--- src/rtl/compound_relay_rr.sv ---
// Round-robin relay: N_CH blocking input channels -> one tagged blocking output channel.
// Latency: 1 cycle from input read to b_out_notify; 2 cycles minimum per payload.
// Backpressure: holds b_out_data with all b_in_notify low until b_out_sync; optional parity via COMPOUND_RELAY_PAR_EN.
module compound_relay_rr #(
  parameter int DATA_W = 32,
  parameter int N_CH   = 4,
  parameter int CNT_W  = 16,
  localparam int CH_W  = $clog2(N_CH)
) (
  input  logic                   clk,
  input  logic                   rst,
  input  logic [N_CH*DATA_W-1:0] b_in_data,
  input  logic [N_CH-1:0]        b_in_sync,
  output logic [N_CH-1:0]        b_in_notify,
  output logic [CH_W+DATA_W-1:0] b_out_data,
  input  logic                   b_out_sync,
  output logic                   b_out_notify,
  output logic                   phase,
  output logic [CNT_W-1:0]       xfer_count
`ifdef COMPOUND_RELAY_PAR_EN
  ,
  output logic                   b_out_par
`endif
);

  typedef enum logic {
    SECTION_A = 1'b0,
    SECTION_B = 1'b1
  } phase_t;

  typedef struct packed {
    logic [CH_W-1:0]   tag;
    logic [DATA_W-1:0] x;
  } out_t;

  phase_t            state_q, state_d;
  logic [CH_W-1:0]   ptr_q, ptr_d, ptr_inc;
  logic [N_CH-1:0]   in_notify_q, in_notify_d;
  logic              out_notify_q, out_notify_d;
  out_t              out_q, out_d;
  logic [CNT_W-1:0]  cnt_q, cnt_d;
  logic [DATA_W-1:0] sel_x;
  logic              sel_sync;

  // Next channel to examine; explicit wrap keeps ptr below N_CH for non-power-of-2 N_CH
  always_comb begin
    ptr_inc = (ptr_q == CH_W'(N_CH - 1)) ? '0 : ptr_q + 1'b1;
  end

  // Select payload and valid of the channel currently pointed at
  always_comb begin
    sel_x    = '0;
    sel_sync = 1'b0;
    for (int i = 0; i < N_CH; i++) begin
      if (ptr_q == CH_W'(i)) begin
        sel_x    = b_in_data[i*DATA_W +: DATA_W];
        sel_sync = b_in_sync[i];
      end
    end
  end

  // Next-state and registered-output values for the read/write phases
  always_comb begin
    state_d      = state_q;
    ptr_d        = ptr_q;
    in_notify_d  = in_notify_q;
    out_notify_d = out_notify_q;
    out_d        = out_q;
    cnt_d        = cnt_q;
    case (state_q)
      SECTION_A: begin
        if (sel_sync) begin
          // Read the selected channel; ptr keeps the captured channel during the write phase
          state_d      = SECTION_B;
          out_d.tag    = ptr_q;
          out_d.x      = sel_x;
          in_notify_d  = '0;
          out_notify_d = 1'b1;
        end else begin
          ptr_d       = ptr_inc;
          in_notify_d = N_CH'(1) << ptr_inc;
        end
      end
      SECTION_B: begin
        if (b_out_sync) begin
          state_d      = SECTION_A;
          ptr_d        = ptr_inc;
          in_notify_d  = N_CH'(1) << ptr_inc;
          out_notify_d = 1'b0;
          if (cnt_q != '1) begin
            cnt_d = cnt_q + 1'b1;
          end
        end
      end
      default: begin
        state_d = SECTION_A;
      end
    endcase
  end

  // State and output registers; reset drops any in-flight payload
  always_ff @(posedge clk) begin
    if (rst) begin
      state_q      <= SECTION_A;
      ptr_q        <= '0;
      in_notify_q  <= N_CH'(1);
      out_notify_q <= 1'b0;
      out_q        <= '0;
      cnt_q        <= '0;
    end else begin
      state_q      <= state_d;
      ptr_q        <= ptr_d;
      in_notify_q  <= in_notify_d;
      out_notify_q <= out_notify_d;
      out_q        <= out_d;
      cnt_q        <= cnt_d;
    end
  end

`ifdef COMPOUND_RELAY_PAR_EN
  logic par_q;

  // Parity tracks whatever is loaded into b_out_data, tag included
  always_ff @(posedge clk) begin
    if (rst) begin
      par_q <= 1'b0;
    end else begin
      par_q <= ^out_d;
    end
  end

  assign b_out_par = par_q;
`endif

  assign b_in_notify  = in_notify_q;
  assign b_out_notify = out_notify_q;
  assign b_out_data   = out_q;
  assign phase        = state_q;
  assign xfer_count   = cnt_q;

endmodule

--- config.mk ---
export PLATFORM = sky130hd
export DESIGN_NAME = compound_relay_rr
export DESIGN_NICKNAME = d
export VERILOG_FILES = /design/src/rtl/compound_relay_rr.sv
export SDC_FILE = /design/constraint.sdc
export NUM_CORES = 1
export LEC_CHECK = 0
export CORE_MARGIN = 3
export CORE_UTILIZATION = 33
export CTS_BUF_LIST = sky130_fd_sc_hd__clkbuf_4 sky130_fd_sc_hd__clkbuf_8 sky130_fd_sc_hd__clkbuf_16
export CTS_CLUSTER_DIAMETER = 120
export DETAILED_ROUTE_END_ITERATION = 10
export DONT_BUFFER_PORTS = 1
export MAX_ROUTING_LAYER = met4
export SYNTH_ARGS = -nofsm -noshare
export SYNTH_HDL_FRONTEND = slang
export SYNTH_SLANG_ARGS = --single-unit
--- constraint.sdc ---
create_clock -name clk -period 3.11 [get_ports clk]
set_input_delay 0.933 -clock clk [delete_from_list [all_inputs] [get_ports clk]]
set_output_delay 0.933 -clock clk [all_outputs]
set_load 0.05 [all_outputs]
==> run metrics <==
most numerous cell in the Yosys netlist=dfxtp_1; root buf cell=clkbuf_8; sw frac=a little over half; crit path time final=around 2500 ps; Die Ht=approximately 110 um; Mapped Avg Cell Area=~8.5 sq um; Crit. End Element=register; share of cells above drive strength 1=10.1%; Worst slew margin=~46%; Worst setup SP type=register; synth unique cells=46; global-route usage over all layers=about 17%; outcome=completed; Antenna Nets Post-Route=0; Crit-path slowest cell=a2111o_2; Area Growth Syn to Fin=7.32%; CTS tree=built; vias in the first global route=between 2000 and 3000; setup violators final=0; Die Area=11200 sq um; ys async rst share=0%; flops & latches, synth=58; ys flop type=dfxtp_1; final hold viol count=0; final setup skew=between 10 and 15 ps; cell area after synthesis=3280 sq um; # DRC=0; row count=35; Post-synth EDFFs=0; crit path from=ptr_q[0]; Routed WL=~10000 um; per-cell routed wire length=20.2 um; Clk pwr share=14.7%; Worst-path clk slew=60 ps; Comb pwr share=around two fifths; DR vias=3169; met3 routed WL=731 um; synthesized net count=approximately 530; top-area cell type share of the netlist area=a little over a third; Hold-fix buffers, CTS=0; Worst-Margin Slew=slightly above 800 ps; vias per cell=6.38; Starting Density=34.7%; Post-Route Utilization=~37%; internal power=between 2 and 2.5 mW; Overflow after GRT=0; gp weighted congestion=around 0.78; most frequent cells after synthesis=58 x dfxtp_1, 43 x a21oi_1, 36 x nand3_1; Syn. warnings=0; die span in x=about 110 um; Peak Freq=a little over 400 MHz; global-route wire length before repair=about 15000 um; switching power=between 2 and 2.5 mW; fin. max-slew vios=0; I/O Pins=about 190; sequential area share after synthesis=between 30% and 40%; Post-CTS Repair Setup Buffers=0; DR iter-0 viols=between 150 and 200; Num CTS Buffers=9; Synth area leader=dfxtp_1; leak pwr=1.23 nW; worst skew pair latency=~330 ps; crit-path max cell delay=around 490 ps; Ant. Diodes=0; Sequential Power Share=roughly 45%; CP Max Fanout=a little over 60; fin nets=between 500 and 600; Routed met2 length=5030 um; htree depth=3; M1 WL=about 4000 um; HP Start=xfer_count[1]; Worst EP required=between 3000 and 4000 ps; Area contributors post-synth=dfxtp_1 35%, a211o_1 8.3%, a221oi_1 8.3%; unrepaired setup endpoints after global routing=no; VDD IR max=roughly 0.37 mV; Post-CTS Resized=0; worst reg2reg startpoint=ptr_q[0]; port bufs=0; antenna violations before repair=0; maxcap violations=0; CTS Buffer Depth=2; CP arrival=about 2700 ps; Cell Chain, Critical Path=inv_1, ha_1, nor2b_1, a2111o_2, buf_4, a211o_1, a21oi_1; area of the core=9460 sq um; power density cells=roughly 1200 nW/um^2; setup TNS after final layout=0 ps; cells after synthesis=roughly 390; largest net degree at the start of global routing=63; Crit Path Class=reg2reg; Pre-antenna DRT Iters=5; Hold Path Class=reg2reg; highest routing layer actually used=met4; clk sinks=slightly below 60; fin crit share=between 70% and 80%; DP HPWL=7370 um
## final timing paths
check        slack, ps  depth (start not counted)       endpoint
min reg2reg        470                          2  xfer_count[1]
min                470                          2  xfer_count[1]
max reg2reg        650                          7  b_out_data[7]
max                650                          7  b_out_data[7]
## layout make-up
class	instances	area, sq um
clock buffer	12	159
clock inverter	3	15.0
fill	991	5940
inverter	7	26.3
multi-input combinational	278	1910
sequential	58	1160
tap	129	161
timing repair buffer	10	87.6
## routing by layer
layer	track usage [%]	vias up
met5	-	-
met4	6.20	0
met3	3.98	17
met2	29.8	150
met1	20.0	1499
li1	-	1503
## power groups by stage
| stage | Clock, mW | Combinational, mW | Sequential, mW |
|---|---|---|---|
| 4_1_cts | 0.655 | 1.71 | 1.89 |
| 5_1_grt | 0.681 | 1.92 | 1.90 |
| 2_1_floorplan | 0 | 1.50 | 1.81 |
| 3_3_place_gp | 0 | 1.66 | 1.91 |
| 3_5_place_dp | 0 | 1.70 | 1.91 |
| 6_report | 0.620 | 1.72 | 1.88 |
## kinds of logic (layout without fill, tap and decap cells)
| kind of cell | Yosys count | in the layout | share of synthesized area [%] |
|---|---|---|---|
| flops | 58 | 58 | 35.4 |
| simple gates | 98 | 98 | 16.5 |
| compound gates | 163 | 163 | 35.7 |
| buf+inv | 51 | 32 | 6.48 |
| fa+ha+maj | 7 | 7 | 2.67 |
| mux | 10 | 10 | 3.32 |
## registers in the layout (all words and copies together) (netlist names)
signal        cells
phase             1
ptr_q             2
b_out_notify      1
b_in_notify       4
xfer_count       16
b_out_data       34
## worst max-delay path: cells and delay by family (launching register included)
kind                     cells  cell delay, ps
buffers and inverters        2             470
flip-flops                   1             420
AO/OA/AOI/OAI                3             970
adder cells (fa/ha/maj)      1             300
AND/OR/NAND/NOR              1             170
## cell usage in the layout, fill, tap and decap left out, types with 3 or more instances in the layout
cell / count
a211o_1: 31
a211oi_1: 5
a21oi_1: 43
a221oi_1: 31
a41o_1: 3
and4_1: 3
buf_4: 9
clkbuf_8: 11
clkinv_2: 3
dfxtp_1: 58
ha_1: 7
inv_1: 6
mux2_1: 3
mux2_2: 4
mux2i_1: 3
nand2_1: 12
nand3_1: 36
nand4_1: 6
nor2_1: 13
nor2b_1: 8
nor3b_1: 3
o21ai_0: 4
o22ai_1: 31
o41ai_1: 3
or4_1: 3
## through the flow
| step | power (mW) | hold WS, ps | area, sq um | worst slack [ps] | std cells |
|---|---|---|---|---|---|
| after global placement | 3.56 | 445 | 3350 | 718 | 482 |
| after CTS | 4.25 | 476 | 3520 | 671 | 497 |
| after detailed placement | 3.61 | 467 | 3350 | 679 | 482 |
| after floorplan | 3.31 | 504 | 3280 | 929 | 387 |
| after global routing | 4.51 | 509 | 3520 | 523 | 497 |
| final | 4.22 | 466 | 3520 | 654 | 497 |
(Power assumes the default switching activity.)
